**config.mk**
```make
export PLATFORM = sky130hd
export DESIGN_NAME = pipelined_adder_arbiter
export DESIGN_NICKNAME = d
export VERILOG_FILES = /design/src/rtl/pipelined_adder_arbiter.sv
export SDC_FILE = /design/constraint.sdc
export NUM_CORES = 1
export LEC_CHECK = 0
export CORE_ASPECT_RATIO = 1.75
export CORE_MARGIN = 1.5
export CORE_UTILIZATION = 41
export CTS_CLUSTER_DIAMETER = 150
export CTS_CLUSTER_SIZE = 28
export DETAILED_ROUTE_END_ITERATION = 8
export PLACE_DENSITY = 0.92
export SYNTH_ARGS = -nofsm -noshare
export SYNTH_HDL_FRONTEND = slang
export SYNTH_SLANG_ARGS = --single-unit
```
**constraint.sdc**
```tcl
create_clock -name clk -period 3.55 [get_ports clk]
set_clock_uncertainty 0.05 [all_clocks]
set_input_delay 0.355 -clock clk [delete_from_list [all_inputs] [get_ports clk]]
set_output_delay 0.355 -clock clk [all_outputs]
set_load 0.02 [all_outputs]
```
**src/rtl/pipelined_adder_arbiter.sv**
```systemverilog
// pipelined_adder_arbiter: round-robin sharing of an external pipelined adder with latency-matched result routing
module pipelined_adder_arbiter #(
  parameter int WIDTH   = 4,
  parameter int NUM_REQ = 3,
  parameter int LATENCY = 4,
  parameter int ID_W    = 2
) (
  input  logic                             clk,
  input  logic                             rst_n,
  input  logic                             en,
  input  logic [NUM_REQ-1:0]               req,
  input  logic [NUM_REQ*WIDTH-1:0]         req_a,
  input  logic [NUM_REQ*WIDTH-1:0]         req_b,
  input  logic [NUM_REQ-1:0]               req_cin,
  output logic [NUM_REQ-1:0]               gnt,
  output logic [WIDTH-1:0]                 add_a,
  output logic [WIDTH-1:0]                 add_b,
  output logic                             add_cin,
  input  logic [WIDTH-1:0]                 add_s,
  input  logic                             add_c,
  output logic                             rsp_valid,
  output logic [ID_W-1:0]                  rsp_id,
  output logic [WIDTH-1:0]                 rsp_sum,
  output logic                             rsp_cout,
  output logic [$clog2(LATENCY+1)-1:0]     inflight,
  output logic                             idle
);
  localparam int CW = $clog2(LATENCY + 1);
  logic [ID_W-1:0]    ptr;
  logic [ID_W-1:0]    gnt_id;
  logic               issue;
  logic [LATENCY-1:0] tag_v;
  logic [ID_W-1:0]    tag_id [LATENCY];
  int                 k;
  // Search from the farthest offset down so the nearest requester at or after ptr wins.
  always_comb begin
    gnt = '0;
    gnt_id = '0;
    k = 0;
    for (int j = NUM_REQ - 1; j >= 0; j--) begin
      k = (int'(ptr) + j) % NUM_REQ;
      if (en && req[k]) begin
        gnt = '0;
        gnt[k] = 1'b1;
        gnt_id = ID_W'(k);
      end
    end
  end
  assign issue     = |gnt;
  assign add_a     = issue ? req_a[int'(gnt_id)*WIDTH +: WIDTH] : '0;
  assign add_b     = issue ? req_b[int'(gnt_id)*WIDTH +: WIDTH] : '0;
  assign add_cin   = issue & req_cin[gnt_id];
  assign rsp_valid = tag_v[LATENCY-1];
  assign rsp_id    = tag_id[LATENCY-1];
  assign rsp_sum   = rsp_valid ? add_s : '0;
  assign rsp_cout  = rsp_valid & add_c;
  assign idle      = (inflight == '0) && !issue;
  always_ff @(posedge clk or negedge rst_n) begin
    if (!rst_n) begin
      ptr <= '0;
      tag_v <= '0;
      inflight <= '0;
      for (int i = 0; i < LATENCY; i++) tag_id[i] <= '0;
    end else begin
      if (issue) ptr <= (gnt_id == ID_W'(NUM_REQ - 1)) ? '0 : gnt_id + 1'b1;
      tag_v <= {tag_v[LATENCY-2:0], issue};
      tag_id[0] <= gnt_id;
      for (int i = 1; i < LATENCY; i++) tag_id[i] <= tag_id[i-1];
      inflight <= inflight + CW'(issue) - CW'(rsp_valid);
    end
  end
endmodule
```
== After elaboration in Yosys (flattened, before gate mapping) ==
Index checks and enable logic that the tools add are counted.
Storage, ports and cells
  input port bits: 38
  register bits: 17
  word-level logic and storage cells: 64
  output and inout port bits: 24
Cells by class
  magnitude comparators: 7
  equality and inequality tests: 1
  bitwise operators: 2
  $add $sub $neg: 5
  shift-type cells: 2
  divide/modulo/power cells: 3
  reductions and logical operators: 10
  multiplexer cells: 27
Operators by type and width (count)
  >= comparator 32 x 1 -> 1 bit, second input constant: 3
  < comparator 32 x 4 -> 1 bit, second input constant: 3
  modulo 32 x 3 -> 32 bit, second input constant: 2
  modulo 3 x 3 -> 32 bit, second input constant: 1
  variable part select 12 x 5 -> 4 bit: 2
  2-to-1 mux 4 bit: 3
  2-to-1 mux 1 bit: 10
  2-to-1 mux 3 bit: 3
  binary-select mux 1 bit (select 2 bit): 4
  2-to-1 mux 2 bit: 4
  logical AND 1 bit: 7
  demux 1 bit (select 2 bit): 3
  adder 2 x 1 -> 3 bit, second input constant: 1
  adder 2 x 2 -> 3 bit, second input constant: 1
  adder 3 x 1 -> 3 bit: 1
  logical NOT 3 bit: 1
  < comparator 2 x 3 -> 1 bit, second input constant: 1
  OR reduction 3 bit: 1
  subtractor 3 x 1 -> 3 bit: 1
  adder 2 x 1 -> 2 bit, second input constant: 1
  bitwise AND 1 bit: 2
  equality test 2 bit, second input constant: 1
  logical NOT 1 bit: 1

== Longest topological paths before layout ==
  depth in word-level cells: 12
  gate-level depth with buffers: 17
  depth with buffers taken out: 14

== Worst setup path after synthesis ==
OpenSTA, ideal clock, no wires.
  path type: flip-flop to flip-flop
  start: register ptr[0]
  end: register inflight[2]
  stages on the path, launching flop included: 17
  clock period less this slack: 3.258 ns
  setup time: 0.130 ns
  data required time: 3.370 ns
  setup slack: 0.292 ns
  path buffers: 3
  data arrival time: 3.078 ns
  cell sequence: dfrtp_1 inv_1 ha_1 clkbuf_1 o32ai_2 and3_4 a311oi_1 and3_1 buf_6 buf_6 ha_1 inv_1 ha_1 inv_1 fa_1 xnor2_1 xnor2_1
Between the ends
  word-level cells in the longest chain between the ends: 12
  elaborated cells on any way between the ends: 38
  classes of those cells: 4 x add/sub; 3 x div; 6 x order compare; 18 x mux; 7 x reduce/logical
Ends and longest elaborated chain
  start: declaration: line 29  | logic [ID_W-1:0] ptr;
  start signal: assignment: line 65  | if (issue) ptr <= (gnt_id == ID_W'(NUM_REQ - 1)) ? '0 : gnt_id + 1'b1;
  adder 2 x 2 -> 3 bit: line 41  | k = (int'(ptr) + j) % NUM_REQ;
  modulo 32 x 3 -> 32 bit: line 41
  >= comparator 32 x 1 -> 1 bit (not written as such) (tied with other cells): line 44  | gnt[k] = 1'b1;
  logical AND 1 bit (not written as such) or 2-to-1 mux 1 bit (tied branches): line 44, 42
  2-to-1 mux 1 bit, on equally long branches: line 44, 42
  demux 1 bit (select 2 bit) or logical AND 1 bit (tied branches): line 44, 42
  2-to-1 mux 3 bit (2 in a row): line 42  | if (en && req[k]) begin
  2-to-1 mux 3 bit *: line 42
  OR reduction 3 bit *: line 49  | assign issue = |gnt;
  adder 3 x 1 -> 3 bit *: line 69  | inflight <= inflight + CW'(issue) - CW'(rsp_valid);
  subtractor 3 x 1 -> 3 bit *: line 69
  end signal: assignment: line 69
  end: declaration: line 25  | output logic [$clog2(LATENCY+1)-1:0] inflight,
Mark *: on every way between the ends. The rest lies on a longest branch, timed or not. The select of a mux whose other input is x is not followed.
A chain may end at the register's enable or synchronous reset.

== Worst setup path in the final report ==
  start: register ptr[1]
  end: register inflight[2]
Same word-level chain as after synthesis.

==> impl_metrics.csv <==
group,metric,value,unit
status,status,"completed",
logic_synthesis,synth_largest_area_cell,"dfrtp_1",
clock_network,worstSkewPairLatency,0.25,ns
power_and_ir_drop,irDropWorstVdd,0.6594,mV
drt,drt_first_pass_iters,7,
clock_network,cts_sinks,17,
global_routing,grt_usage,0.2126,
clock_network,clk_path_buf_depth,2,
critical_path,startpoint_type,"flop",
global_routing,antenna_found_initial,0,
drt,ant_nets,0,
logic_synthesis,avgSynthCellArea,10.08,um2
sta,slew_violations,0,
drt,vias_per_cell,5.297,
critical_path,crit_chain,"inv_1 -> ha_2 -> buf_4 -> nand3b_1 -> o21ai_1 -> o32ai_2 -> a311oi_1 -> and3_1 -> ha_1 -> inv_1 -> ha_1 -> inv_1 -> fa_1 -> xnor2_1 -> xnor2_1",
layout,ff_latch_area,425.4,um2
power_and_ir_drop,seqPwrFrac,0.179,
logic_synthesis,ys_warn_count,0,
global_routing,grt_overflow_total,0,
drt,first_iter_violations,27,
clock_network,cts.clk_slew.worst_paths,0.07,ns
critical_path,critical_path_class,"flop to flop",
logic_synthesis,yosysSeqAreaShare,0.3272,
sta,period_share,0.9217,
clock_network,htree_levels,1,
logic_synthesis,ys_types,39,
drt,totalWireLength,3470,um
die,die_y,77.49,um
clock_network,holdBufCountCts,0,
critical_path,worstPathArrival,3.35,ns
layout,synthToLayoutAreaGrowth,54.19,%
layout,finalNonFillerCells,232,
placed_design,portBuffers,61,
layout,final_cell_mix,"51 x clkdlybuf4s50_1, 17 x dfrtp_1, 14 x mux2i_1",
logic_synthesis,syn_nets,174,
layout,num-fill-cells,198,
min_path,hold_class,"flop to flop",
drt,vias,1229,
power_and_ir_drop,p_leak,0.0009500,uW
sta,finalSetupViolCount,0,
critical_path,endpoint_kind,"flop",
layout,nNetsFinal,236,
layout,drive_gt1_frac,0.1684,
die,core,2960,um2
global_routing,grt_start_max_net_pins,21,
sta,fin_setup_tns,0,ns
sta,rsz0062_at_grt,"no",
clock_network,cts_made_buffers,3,
sta,fmax,0.3056,GHz
flow_run,maxCapViolations,0,
sta,hold_slack,0.2986,ns
logic_synthesis,syn_inst,129,
min_path,hold_path_startpoint,"tag_v[0]",
global_routing,grt_pass1_vias,1312,
die,start_util,0.4391,
clock_network,cts_tree,"done",
logic_synthesis,ys_seq_elements,17,
power_and_ir_drop,power_frac_clock,0.078,
sta,slew_headroom,0.5090,
power_and_ir_drop,total_power,1864,uW
logic_synthesis,syn_area,1300,um2
die,rows,26,
logic_synthesis,netlist_top_cells_area,"dfrtp_1 33%, mux2i_1 11%, a211oi_2 7.7%",
clock_network,ctsRootBufferMaster,"clkbuf_8",
placed_design,dp_hpwl,2767,um
sta,hold_viol,0,
sta,finalCriticalPeriod,3.272,ns
sta,tightest_slew,0.7342,ns
critical_path,cp_slowest_stage_delay,0.40,ns
critical_path,path_common_cell,"inv_1",
critical_path,worstReg2RegStart,"ptr[1]",
layout,multi_input_area,755.7,um2
die,die_area,3531,um2
power_and_ir_drop,combPwrFrac,0.743,
logic_synthesis,synth_top_area_frac,0.3272,
die,pin_count,62,
layout,final_common_cell,"clkdlybuf4s50_1",
power_and_ir_drop,p_switching,859.3,uW
power_and_ir_drop,swShare,0.4610,
placed_design,dp.cells,228,
critical_path,crit_slowest_cell,"dfrtp_1",
critical_path,crit_path_start,"ptr[1]",
global_routing,grt_first_pass_wirelength,5796,um
die,die-width,45.57,um
drt,drc,0,
drt,wl_per_cell,14.96,um
layout,diodes,0,
critical_path,critPathRequiredTime,3.63,ns
power_and_ir_drop,power_density,929.9,nW/um2
power_and_ir_drop,p_int,1005,uW
critical_path,crit_fanout,8,
placed_design,gp_congestion,0.9469,
-- sequential cells by signal, summed over array words and instances (netlist names) --
register,cells
inflight,3
ptr,2
rsp_id,2
tag_id,6
tag_v,4
-- path summary, 6_finish.rpt --
check | end | slack, ns | cells after the start
max in group asynchronous | rsp_id[0] | 2.50 | 1
setup / recovery | inflight[2] | 0.28 | 15
min in group asynchronous | tag_v[0] | 0.49 | 1
hold reg to reg | tag_v[1] | 0.30 | 0
setup reg to reg | inflight[2] | 0.28 | 15
hold / removal | tag_v[1] | 0.30 | 0
-- power groups by stage --
stage | Clock [uW] | Combinational, uW | Sequential [uW]
final | 145 | 1380 | 334
after global routing | 155 | 1490 | 347
after CTS | 146 | 1400 | 335
after detailed placement | 0 | 1400 | 336
after global placement | 0 | 1340 | 332
after floorplan | 0 | 908 | 354
-- per-stage QoR --
step                      utilization  cell area [um2]  setup WS (ns)
after floorplan                     -             1300         0.2916
after global placement         0.6530             1933         0.2890
after detailed placement       0.6530             1933         0.1083
after CTS                      0.6695             1982        0.01495
after global routing           0.6771             2004        0.02923
final                          0.6771             2004         0.2779
-- area by class of cell --
| type | instances | share of cell area |
|---|---|---|
| clock buffer | 3 | 0.02060 |
| sequential | 17 | 0.2122 |
| inverter | 9 | 0.01685 |
| timing repair buffer | 69 | 0.3433 |
| tap | 42 | 0.02622 |
| multi-input combinational | 91 | 0.3770 |
| clock inverter | 1 | 0.003745 |
-- repair_timing --
item                                    CTS  global route
setup buffers                             0             0
endpoints found under the setup margin    2             9
resized for setup                         3             9
-- worst max-delay path, delay by kind of cell, from the launching register on --
kind / cells / cell delay, ns
adder cells (fa/ha/maj): 4 / 1.04
flip-flops: 1 / 0.40
buffers and inverters: 4 / 0.39
XOR/XNOR: 2 / 0.28
AND/OR/NAND/NOR: 2 / 0.39
AO/OA/AOI/OAI: 3 / 0.61
-- per-layer routing --
metal,vias up,routed length [um],part of all wire,track usage
met5,-,0,0,0
li1,578,-,-,-
met2,67,2071,0.60,0.4070
met1,582,1199,0.35,0.2293
met4,0,27,0.0078,0.04706
met3,2,172,0.050,0.02326
-- cell usage after synthesis --
cell type	count
nor2_1	11
and2_1	6
mux2i_1	14
a211oi_1	1
nor3_1	1
a31oi_1	1
a22oi_1	1
xnor2_1	2
nand3b_1	2
clkbuf_1	2
inv_2	1
and2b_4	1
a311oi_1	1
a31o_2	2
fa_1	1
o2111ai_1	1
o31ai_1	1
nand4_1	2
a41o_1	1
o32ai_2	3
dfrtp_1	17
a21oi_1	2
a211oi_2	8
o22a_1	1
inv_1	8
mux2_4	1
nand4b_1	1
buf_4	3
nand2b_1	4
o21ai_1	1
ha_1	6
nand3_1	1
buf_2	3
nor4b_2	1
and3_4	1
nand2_1	9
buf_6	4
and3_1	1
o21ai_0	2
-- cells by family after synthesis --
group	count (synthesis)	share of synthesized area
buffers and inverters	21	0.09528
AND/OR/NAND/NOR	41	0.1742
multiplexers	15	0.1193
flip-flops	17	0.3272
adder cells (fa/ha/maj)	7	0.07315
XOR/XNOR	2	0.01348
AO/OA/AOI/OAI	26	0.1973
No activity file was read; power rests on OpenSTA's default activity.
